**config.mk**
```make
export PLATFORM = sky130hd
export DESIGN_NAME = fetch_queue_stage
export DESIGN_NICKNAME = d
export VERILOG_FILES = /design/src/rtl/fetch_queue_stage.sv
export SDC_FILE = /design/constraint.sdc
export NUM_CORES = 1
export LEC_CHECK = 0
export BUFFER_PORTS_ARGS = -buffer_cell sky130_fd_sc_hd__buf_2
export CAP_MARGIN = 10
export CORE_MARGIN = 2
export CORE_UTILIZATION = 41
export DETAILED_ROUTE_END_ITERATION = 12
export GPL_TIMING_DRIVEN = 0
export PLACE_DENSITY = 0.7
export SLEW_MARGIN = 30
export SYNTH_ARGS = -nofsm -noshare
export SYNTH_HDL_FRONTEND = slang
export SYNTH_SLANG_ARGS = --single-unit
```
**constraint.sdc**
```tcl
create_clock -name clk -period 8 [get_ports clk]
set_input_delay 0 -clock clk [delete_from_list [all_inputs] [get_ports clk]]
set_output_delay 0 -clock clk [all_outputs]
set_load 0.01 [all_outputs]
```
**src/rtl/fetch_queue_stage.sv**
```systemverilog
// fetch_queue_stage
// Instruction-fetch stage with a DEPTH-entry prefetch queue for a 5-stage
// MIPS pipeline. Instruction words are fetched in order from instruction
// memory. Each {pc, inst} pair is buffered and handed to ID under a
// valid/ready handshake. A CP0 redirect or an ID branch flushes the queue
// and reloads the fetch address.
//
// Ports:
//   clk, rst                    clock, synchronous active-high reset
//   redirect_en/redirect_addr   CP0 forced jump (highest priority)
//   branch_en/branch_addr       ID-stage taken branch/jump target
//   inst_ren/inst_addr          instruction memory request
//   inst_ack/inst_data          instruction memory response (same cycle)
//   id_ready                    ID accepts the head entry
//   out_valid/out_inst/out_pc   head entry presented to ID
//   out_pc_next                 out_pc + 4
//   ret_addr                    oldest unissued address (CP0 EPC source)
//   count                       queue occupancy
//   misalign_err                one-cycle pulse after a misaligned target
module fetch_queue_stage #(
    parameter int               ADDR_W   = 32,
    parameter int               DATA_W   = 32,
    parameter int               DEPTH    = 4,
    parameter logic [ADDR_W-1:0] RESET_PC = '0
) (
    input  logic                      clk,
    input  logic                      rst,
    input  logic                      redirect_en,
    input  logic [ADDR_W-1:0]         redirect_addr,
    input  logic                      branch_en,
    input  logic [ADDR_W-1:0]         branch_addr,
    output logic                      inst_ren,
    output logic [ADDR_W-1:0]         inst_addr,
    input  logic                      inst_ack,
    input  logic [DATA_W-1:0]         inst_data,
    input  logic                      id_ready,
    output logic                      out_valid,
    output logic [DATA_W-1:0]         out_inst,
    output logic [ADDR_W-1:0]         out_pc,
    output logic [ADDR_W-1:0]         out_pc_next,
    output logic [ADDR_W-1:0]         ret_addr,
    output logic [$clog2(DEPTH):0]    count,
    output logic                      misalign_err
);

    localparam int PTR_W = $clog2(DEPTH);
    localparam int CNT_W = PTR_W + 1;

    logic [ADDR_W-1:0] pc_mem   [DEPTH];
    logic [DATA_W-1:0] inst_mem [DEPTH];

    logic [ADDR_W-1:0] fetch_pc_q, fetch_pc_d;
    logic [PTR_W-1:0]  rd_ptr_q,   rd_ptr_d;
    logic [PTR_W-1:0]  wr_ptr_q,   wr_ptr_d;
    logic [CNT_W-1:0]  count_q,    count_d;
    logic              misalign_q, misalign_d;

    logic              full;
    logic              empty;
    logic              flush;
    logic              push;
    logic              pop;
    logic [ADDR_W-1:0] target;

    assign full   = (count_q == CNT_W'(DEPTH));
    assign empty  = (count_q == '0);
    assign flush  = redirect_en | branch_en;
    assign target = redirect_en ? redirect_addr : branch_addr;

    // A flush cycle never hands an entry to ID, and nothing leaves during reset.
    assign out_valid = ~rst & ~empty & ~flush;
    assign pop       = out_valid & id_ready;
    // A full queue may still accept a word when the head leaves in the same cycle.
    assign inst_ren  = ~rst & ~flush & (~full | pop);
    assign push      = inst_ren & inst_ack;

    assign inst_addr    = fetch_pc_q;
    assign out_pc       = pc_mem[rd_ptr_q];
    assign out_inst     = inst_mem[rd_ptr_q];
    assign out_pc_next  = out_pc + ADDR_W'(4);
    assign ret_addr     = empty ? fetch_pc_q : out_pc;
    assign count        = count_q;
    assign misalign_err = misalign_q;

    always_comb begin
        fetch_pc_d = fetch_pc_q;
        rd_ptr_d   = rd_ptr_q;
        wr_ptr_d   = wr_ptr_q;
        count_d    = count_q;
        misalign_d = 1'b0;
        if (flush) begin
            fetch_pc_d = {target[ADDR_W-1:2], 2'b00};
            rd_ptr_d   = '0;
            wr_ptr_d   = '0;
            count_d    = '0;
            misalign_d = |target[1:0];
        end else begin
            if (push) begin
                fetch_pc_d = fetch_pc_q + ADDR_W'(4);
                wr_ptr_d   = wr_ptr_q + PTR_W'(1);
            end
            if (pop) begin
                rd_ptr_d = rd_ptr_q + PTR_W'(1);
            end
            case ({push, pop})
                2'b10:   count_d = count_q + CNT_W'(1);
                2'b01:   count_d = count_q - CNT_W'(1);
                default: count_d = count_q;
            endcase
        end
    end

    always_ff @(posedge clk) begin
        if (rst) begin
            fetch_pc_q <= RESET_PC;
            rd_ptr_q   <= '0;
            wr_ptr_q   <= '0;
            count_q    <= '0;
            misalign_q <= 1'b0;
        end else begin
            fetch_pc_q <= fetch_pc_d;
            rd_ptr_q   <= rd_ptr_d;
            wr_ptr_q   <= wr_ptr_d;
            count_q    <= count_d;
            misalign_q <= misalign_d;
        end
    end

    // Storage carries no reset; push is already gated by rst and flush.
    always_ff @(posedge clk) begin
        if (push) begin
            pc_mem[wr_ptr_q]   <= fetch_pc_q;
            inst_mem[wr_ptr_q] <= inst_data;
        end
    end

endmodule

```
==> impl_metrics.ini, run 1 <==
[power_and_ir_drop]
power_mw = 3.31
vdd_drop_max_uv = 170
p_per_area_nw_per_um2 = 201
leakage_nw = 6.08

[synthesis]
synthXorXnorAreaFrac_pct = 2.44
synthArstFlopShare_pct = 0
synthesis.instances = 783
yosysWarnings = 0
mappedNetlistArea_um2 = 12500
muxShareOfSynthArea_pct = 13.8
synth-edff-count = 248
synth_seq_cells = 288
synthFlopType = edfxtp_1
synthAdderAreaFrac_pct = 0.858
synth_top_family_by_area = multiplexers
synth_seq_area_share_pct = 65.8
synth_compound_area_share_pct = 6.81
ys_types = 70
synth_simple_gate_area_share_pct = 7.40
syn-mean-instance-area_um2 = 16.0

[sta]
rsz0062_at_grt = no
setup_viol = 0
drv_slew = 0
fin_skew_ps = 16.6
fmax_mhz = 276
post-route-min-period_ps = 3620
setup-tns-final_ps = 0
relSlewSlack_pct = 44.2
period_share_pct = 45.3
worstMarginPinSlew_ps = 836
finalHoldViolCount = 0

[grt]
grt-ovfl-total = 0
grt_pass1_wl_mm = 51.1
grt_max_degree = 40
grt_pass1_vias = 8862
antenna_found_initial = 0
grt_usage_pct = 21.2

[final_layout]
drive_gt1_share_pct = 36.7
area_growth_pct = 31.6
nets = 1297
fill_cells = 2523
n_antenna_cell = 0
final_common_cell = buf_2
final_cell_mix = 268 x buf_2, 248 x edfxtp_1, 103 x dlygate4sd3_1

[worst_hold_path]
hp-class = in2reg
holdCritStartpoint = redirect_addr[26]
whs_endpoint = inst_addr[26]
hold_path_depth = 4

[clock_network]
root_buffer = clkbuf_16
cts.htree.levels = 1
clock_latency_ps = 550
cts_made_buffers = 30
path_clk_slew_ps = 60
cts_tree = done
clockBufferDepth = 3
cts.sinks = 288

[drt]
wire_per_inst_um = 21.5
wl_met3_mm = 2.48
drt-vias-per-instance = 5.47
highest_layer = met4
first_pass_iters = 6
drtAntennaViolNets = 0
met2_length_mm = 17.4
drt_iter0_drc = 698
wl_mm = 34.6
vias = 8798
wl_met1_mm = 13.7
route.detailed.drc = 0

[run]
cap_violations = 0

[setup_path]
r2r-end = inst_addr[23]
startpoint_type = flop
worst_r2r_path_depth = 9
path_max_fanout = 10
ff2ff_setup_slack_ps = 4380
r2r_start = count[0]
crit_slowest_cell = dlygate4sd3_1
cp_common_cell = dlygate4sd3_1
crit_path_max_incr_delay_ps = 630
cp.arrival_ps = 4110
crit_chain = nor4b_2 -> nand2b_1 -> buf_2 -> o21ai_1 -> clkbuf_1 -> o221ai_1 -> dlygate4sd3_1 -> a21oi_1 -> dlygate4sd3_1
endpoint_kind = flop
required_ps = 8490
worstSetupPathType = reg2reg

[floorplanning]
die_height_um = 179
initial_core_util_pct = 41.3
dieArea_um2 = 32000
die_w_um = 179
std_cell_rows = 64
design.core.area_um2 = 30300
io_pins = 268

[outcome]
status = complete, no violations

[placement]
gp_congestion = 0.911
dp_hpwl_mm = 23.3
port_buffers = 257
## registers in the layout, indices dropped and copies added (netlist names), named ones only
register,cells
misalign_err,1
inst_mem,128
pc_mem,120
rd_ptr_q,2
count,3
wr_ptr_q,2
inst_addr,30
## worst max path at each step
stage                           start         endpoint  depth (start not counted)
after floorplan           redirect_en   inst_mem[0][0]                          5
after global placement            rst  inst_mem[1][28]                          5
after detailed placement          rst  inst_mem[0][21]                          6
after CTS                    count[0]    inst_addr[23]                          9
after global routing         count[0]    inst_addr[23]                          9
final                        count[0]    inst_addr[23]                          9
## repair_timing
action,4_1_cts,5_1_grt
endpoints found under the hold margin,162,0
setup endpoints to repair,0,0
gates resized for setup,0,0
hold buffers,103,0
setup buffers,0,0
## cells by family (layout without fill, tap and decap cells)
kind of cell | Yosys count | in the layout
AOI/OAI and AO/OA | 122 | 122
xor gates and xnor gates | 35 | 35
adders and majority gates | 8 | 8
buffers and inverters | 71 | 492
DFF | 288 | 288
muxes | 92 | 92
other | 1 | 8
and+or+nand+nor | 166 | 166
## layer usage
metal  track usage [%]  up-vias
li1                  -     3947
met1              26.3     4355
met2              38.2      421
met5                 0        -
met4              5.93        0
met3              3.65       75
## where the power goes
part / total [mW] / switching (mW) / internal, mW
combinational: 0.228 / 0.111 / 0.117
sequential: 1.68 / 0.0345 / 1.65
clock: 1.40 / 0.558 / 0.845
total: 3.31 / 0.703 / 2.61
## cell usage after synthesis, types with 5 or more instances
master    instances  share of area [%]
a22o_1           12               0.84
buf_4             9               0.54
a21oi_1          33                1.3
nor3_1           12               0.48
inv_1            17               0.51
and3_1           10               0.50
dfxtp_1          40                6.4
and2_1            9               0.45
clkbuf_1         23               0.69
ha_1              7               0.70
o211ai_1          8               0.48
o21ai_0           5               0.20
nand4_1          14               0.70
nor2_1           30               0.90
mux2_2           27                2.4
xor2_1           10               0.70
a211oi_1          6               0.36
buf_2            11               0.44
nand3_1          23               0.92
or3_1             5               0.25
o21ai_1          12               0.48
buf_6             5               0.45
mux4_2           62                 11
nand2_1          32               0.96
a22oi_1           7               0.42
edfxtp_1        248                 59
and4_1            8               0.56
xnor2_1          25                1.7
a31oi_1           5               0.25
## cell type report
cell class	count	area, µm²	area share [%]
plain buffers	53	295	1.79
clock buffers	39	816	4.94
clock inverters	17	185	1.12
inverters	18	67.6	0.409
multi-input cells	431	3970	24.1
flip-flops and latches	288	8250	50.0
well taps	396	495	3.00
repair buffers	365	2430	14.7
## worst max-delay path: cells and delay by family, from the launching register on
kind	cells	cell delay (ps)
buf+inv	4	1980
compound gates	3	880
simple gates	2	270
flops	1	430
## per-stage QoR
stage	instance area (µm²)	hold slack [ps]	worst slack (ps)	instances	util (%)
2_1_floorplan	12600	98.9	5140	790	-
3_3_place_gp	14400	213	3570	1443	47.3
3_5_place_dp	14500	215	5410	1448	47.7
4_1_cts	16500	0.582	4490	1607	54.4
5_1_grt	16500	47.0	4260	1607	54.4
6_report	16500	28.1	4380	1607	54.4
(Power assumes the default switching activity.)
==> inputs of run 2 (changes only) <==
Settings changed: PLACE_DENSITY 0.7 to 0.72.
Clock period 8 ns to 3.3 ns, I/O delays scaled along.
==> run 2 against run 1 <==
Clock skew shrank 2.5 ps. Maximum frequency grew 15%. Global-route usage is essentially flat. Sequential share of layout area grew 0.18 points. Setup slack lost 4200 ps. Combinational power grew 140%. Critical path type unchanged. Critical endpoint is now inst_addr[29].
==> impl_metrics.ini, run 2 (synthesized netlist as in run 1, its figures left out) <==
[setup_path]
crit_chain = nand3_1 -> nor3_1 -> nand4_1 -> or3_1 -> o211ai_1 -> dlygate4sd3_1
cp.arrival_ps = 3620
cp-startpoint = inst_addr[6]
r2r_start = inst_addr[6]
worstSetupPathType = reg2reg
worst_r2r_path_depth = 6
endpoint_kind = flop
crit_slowest_cell = nor3_1
path_max_fanout = 12
crit_path_max_incr_delay_ps = 670
required_ps = 3780
startpoint_type = flop

[outcome]
status = complete, no violations

[drt]
wire_per_inst_um = 21.6
drtAntennaViolNets = 0
drt-vias-per-instance = 5.53
vias = 8862
drt_iter0_drc = 791
first_pass_iters = 5
wl_mm = 34.7
route.detailed.drc = 0

[placement]
placedCellCount = 1449
port_buffers = 257
pre_cts_slack_ps = 701
gp_congestion = 0.879
dpl_cell_area_um2 = 14500
dp_hpwl_mm = 23.5

[sta]
drv_slew = 0
whs_ps = 30.4
setup_slack_ps = 164
fmax_mhz = 319
fin_skew_ps = 14.1
setup_viol = 0
rsz0062_at_grt = no
relSlewSlack_pct = 45.3
period_share_pct = 95.0
setup-tns-final_ps = 0
post-route-min-period_ps = 3140
worstMarginPinSlew_ps = 820
finalHoldViolCount = 0

[power_and_ir_drop]
vdd_drop_max_uv = 333
p_per_area_nw_per_um2 = 478
leakage_nw = 6.04

[clock_network]
clockBufferDepth = 3
cts_made_buffers = 29
clock_latency_ps = 540
postCtsSetupBuffers = 0
root_buffer = clkbuf_16
cts.htree.levels = 1
path_clk_slew_ps = 70
cts_tree = done
cts.sinks = 288

[floorplanning]
die_w_um = 179
io_pins = 268
die_height_um = 179
dieArea_um2 = 32000
initial_core_util_pct = 41.3
std_cell_rows = 64
design.core.area_um2 = 30300

[worst_hold_path]
hold_path_depth = 4
hp-class = in2reg
holdCritStartpoint = redirect_en

[final_layout]
nets = 1295
fill_cells = 2432
final_cell_mix = 268 x buf_2, 248 x edfxtp_1, 101 x dlygate4sd3_1
area_growth_pct = 31.2
n_antenna_cell = 0
final_common_cell = buf_2
drive_gt1_share_pct = 37.1
final_area_um2 = 16500
finalNonFillerCells = 1603
largest_reg_flops = 128
largest_register = inst_mem

[grt]
grt_pass1_vias = 8848
grt-ovfl-total = 0
antenna_found_initial = 0
grt_pass1_wl_mm = 51.2
grt_max_degree = 40
grt_usage_pct = 21.3

[run]
cap_violations = 0
==> run 2: worst paths after layout <==
kind / slack (ps) / endpoint
worst max-delay path: 160 / inst_addr[29]
worst min-delay path: 30 / inst_addr[14]
worst max register to register: 160 / inst_addr[29]
worst min register to register: 510 / wr_ptr_q[1]
==> run 2: where the power goes <==
| group | internal, mW | total (mW) | switching [mW] |
|---|---|---|---|
| Sequential | 3.99 | 4.08 | 0.0830 |
| Clock | 1.87 | 3.23 | 1.37 |
| Combinational | 0.282 | 0.552 | 0.270 |
==> run 2: layout make-up <==
| class | instances | area, µm² | share of cell area (%) |
|---|---|---|---|
| buffer | 53 | 295 | 1.79 |
| clock buffer | 34 | 786 | 4.78 |
| clock inverter | 19 | 168 | 1.02 |
| inverter | 18 | 67.6 | 0.411 |
| multi-input combinational | 431 | 3980 | 24.2 |
| sequential | 288 | 8250 | 50.1 |
| tap | 396 | 495 | 3.01 |
| timing repair buffer | 364 | 2410 | 14.7 |
==> run 2: stage by stage <==
stage	utilization (%)	power [mW]
2_1_floorplan	-	4.34
3_3_place_gp	47.3	4.58
3_5_place_dp	47.7	4.59
4_1_cts	54.2	7.91
5_1_grt	54.2	8.12
6_report	54.2	7.86
==> run 2: per-layer routing <==
layer	global-route usage [%]	wire length (µm)	vias to the layer above
met2	38.0	17600	413
met5	0	0	-
met1	26.3	13500	4406
met3	3.75	2510	88
met4	6.23	1040	0
li1	-	-	3955
==> run 2: timing repair <==
item,4_1_cts,5_1_grt
setup endpoints to repair,0,1
hold endpoints to repair,162,0
resized for setup,0,1
hold buffers,101,0
==> run 2: worst max-delay path, delay by kind of cell (launching register included) <==
family	cells	cell delay, ps
AND/OR/NAND/NOR	4	1820
flip-flops	1	600
buffers and inverters	1	560
AO/OA/AOI/OAI	1	90
==> inputs of run 3 (changes only) <==
Settings changed: CORE_UTILIZATION 41 to 49, HOLD_SLACK_MARGIN set to 0.1, PLACE_DENSITY 0.72 to 0.83.
==> run 3 against run 2 <==
Sequential share of layout area is 0.53 points higher. Final area down 1.0%. Global-route usage grew 3.5 points. Register-to-register slack got worse by 110 ps. Clock-buffer cell count is 1 higher. Maximum frequency is 3.5% lower. Via count decreased by 0.21%. Die area down 16%. Sequential power barely moved. Largest power group unchanged. Largest cell class unchanged. Clock power shrank 7.7%.
==> impl_metrics.ini, run 3 (synthesized netlist as in run 1, its figures left out) <==
[power_and_ir_drop]
swShare_pct = 21.3
power_mw = 7.61
p_per_area_nw_per_um2 = 468
intPower_mw = 5.99
p_clk_share_pct = 39.2
combPwrFrac_pct = 7.3
vdd_drop_max_uv = 353
switchingPower_mw = 1.63
leakage_nw = 6.02
seqPwrFrac_pct = 53.6

[grt]
grt_max_degree = 39
grt_usage_pct = 24.8
grt_pass1_wl_mm = 50.2
antenna_found_initial = 0
grt-ovfl-total = 0
grt_pass1_vias = 8714

[final_layout]
n_antenna_cell = 0
final_cell_mix = 268 x buf_2, 248 x edfxtp_1, 104 x dlygate4sd3_1
largest_register = inst_mem
final_area_um2 = 16300
area_growth_pct = 29.8
final_common_cell = buf_2
fin_util_pct = 64.7
nets = 1295
largest_reg_flops = 128
finalNonFillerCells = 1535
drive_gt1_share_pct = 36.5

[drt]
drtAntennaViolNets = 0
vias = 8843
wire_per_inst_um = 22.1
drt_iter0_drc = 827
drt-vias-per-instance = 5.76
wl_mm = 34.0
route.detailed.drc = 0
first_pass_iters = 6

[sta]
worstMarginPinSlew_ps = 839
fin_skew_ps = 22.1
post-route-min-period_ps = 3250
period_share_pct = 98.5
rsz0062_at_grt = no
finalHoldViolCount = 0
drv_slew = 0
setup_slack_ps = 50.3
relSlewSlack_pct = 44.1
fmax_mhz = 308
setup_viol = 0

[setup_path]
required_ps = 3700
crit_chain = nand2_1 -> nor3_4 -> nand3_1 -> a222oi_1 -> dlygate4sd3_1 -> nor3_1 -> dlygate4sd3_1
cp.arrival_ps = 3650
startpoint_type = flop
crit_path_max_incr_delay_ps = 700
cp_common_cell = dlygate4sd3_1
path_buf_inv = 2
path_max_fanout = 11
endpoint_kind = flop
crit_slowest_cell = dfxtp_1
cp_top_family = buffers and inverters
worstSetupPathType = reg2reg

[clock_network]
path_clk_slew_ps = 70
root_buffer = clkbuf_16
clockBufferDepth = 3
cts_made_buffers = 27
cts_tree = done
clock_latency_ps = 530
cts.sinks = 288
cts.htree.levels = 1

[placement]
dp_hpwl_mm = 22.2
pre_cts_slack_ps = 713
gp_congestion = 0.903
dpl_cell_area_um2 = 14400
port_buffers = 257
placedCellCount = 1382

[worst_hold_path]
hp-class = in2reg

[outcome]
status = complete, no violations

[floorplanning]
io_pins = 268
initial_core_util_pct = 49.8
die_w_um = 164
design.core.area_um2 = 25200
std_cell_rows = 58
dieArea_um2 = 26900
die_height_um = 164

[run]
cap_violations = 0
## run 3: metrics by stage
step                      TNS [ps]  hold WS (ps)
after floorplan                  0          98.9
after global placement     -259520           213
after detailed placement         0           219
after CTS                        0           106
after global routing             0           130
final                            0           132
## run 3: cell type report
type / count / area [µm²]
timing repair buffer: 366 / 2410
sequential: 288 / 8250
tap: 330 / 413
inverter: 18 / 67.6
multi-input combinational: 431 / 3990
clock buffer: 35 / 726
buffer: 53 / 295
fill: 1754 / 8900
clock inverter: 14 / 126
## run 3: path summary, 6_finish.rpt
kind	startpoint	to	slack, ps	cells past startpoint
worst min-delay path	branch_en	inst_addr[28]	130	4
worst max register to register	inst_addr[9]	inst_addr[11]	50	7
worst min register to register	wr_ptr_q[1]	wr_ptr_q[1]	510	2
worst max-delay path	inst_addr[9]	inst_addr[11]	50	7
## run 3: worst register-to-register path: stages, from the launching register on
cell           delay, ps
dfxtp_1              700
nand2_1              330
nor3_4               430
nand3_1              130
a222oi_1             340
dlygate4sd3_1        600
nor3_1                40
dlygate4sd3_1        570
## run 3: metal layers
layer / track usage [%] / up-vias / wire length (µm)
li1: - / 3942 / -
met1: 30.4 / 4338 / 12800
met2: 44.3 / 483 / 17300
met3: 4.19 / 80 / 2770
met4: 8.85 / 0 / 1160
met5: 0 / - / 0
## run 3: power groups by stage
stage	Combinational [mW]	Clock (mW)	Sequential [mW]
after global routing	0.591	3.17	4.08
final	0.553	2.98	4.08
after global placement	0.415	0	4.15
after CTS	0.537	3.03	4.08
after floorplan	0.215	0	4.13
after detailed placement	0.426	0	4.15
## run 3: what timing repair did
action | 4_1_cts | 5_1_grt
setup endpoints to repair | 0 | 2
buffers inserted | 0 | 0
endpoints found under the hold margin | 164 | 0
gates resized for setup | 0 | 4
hold buffers | 104 | 0
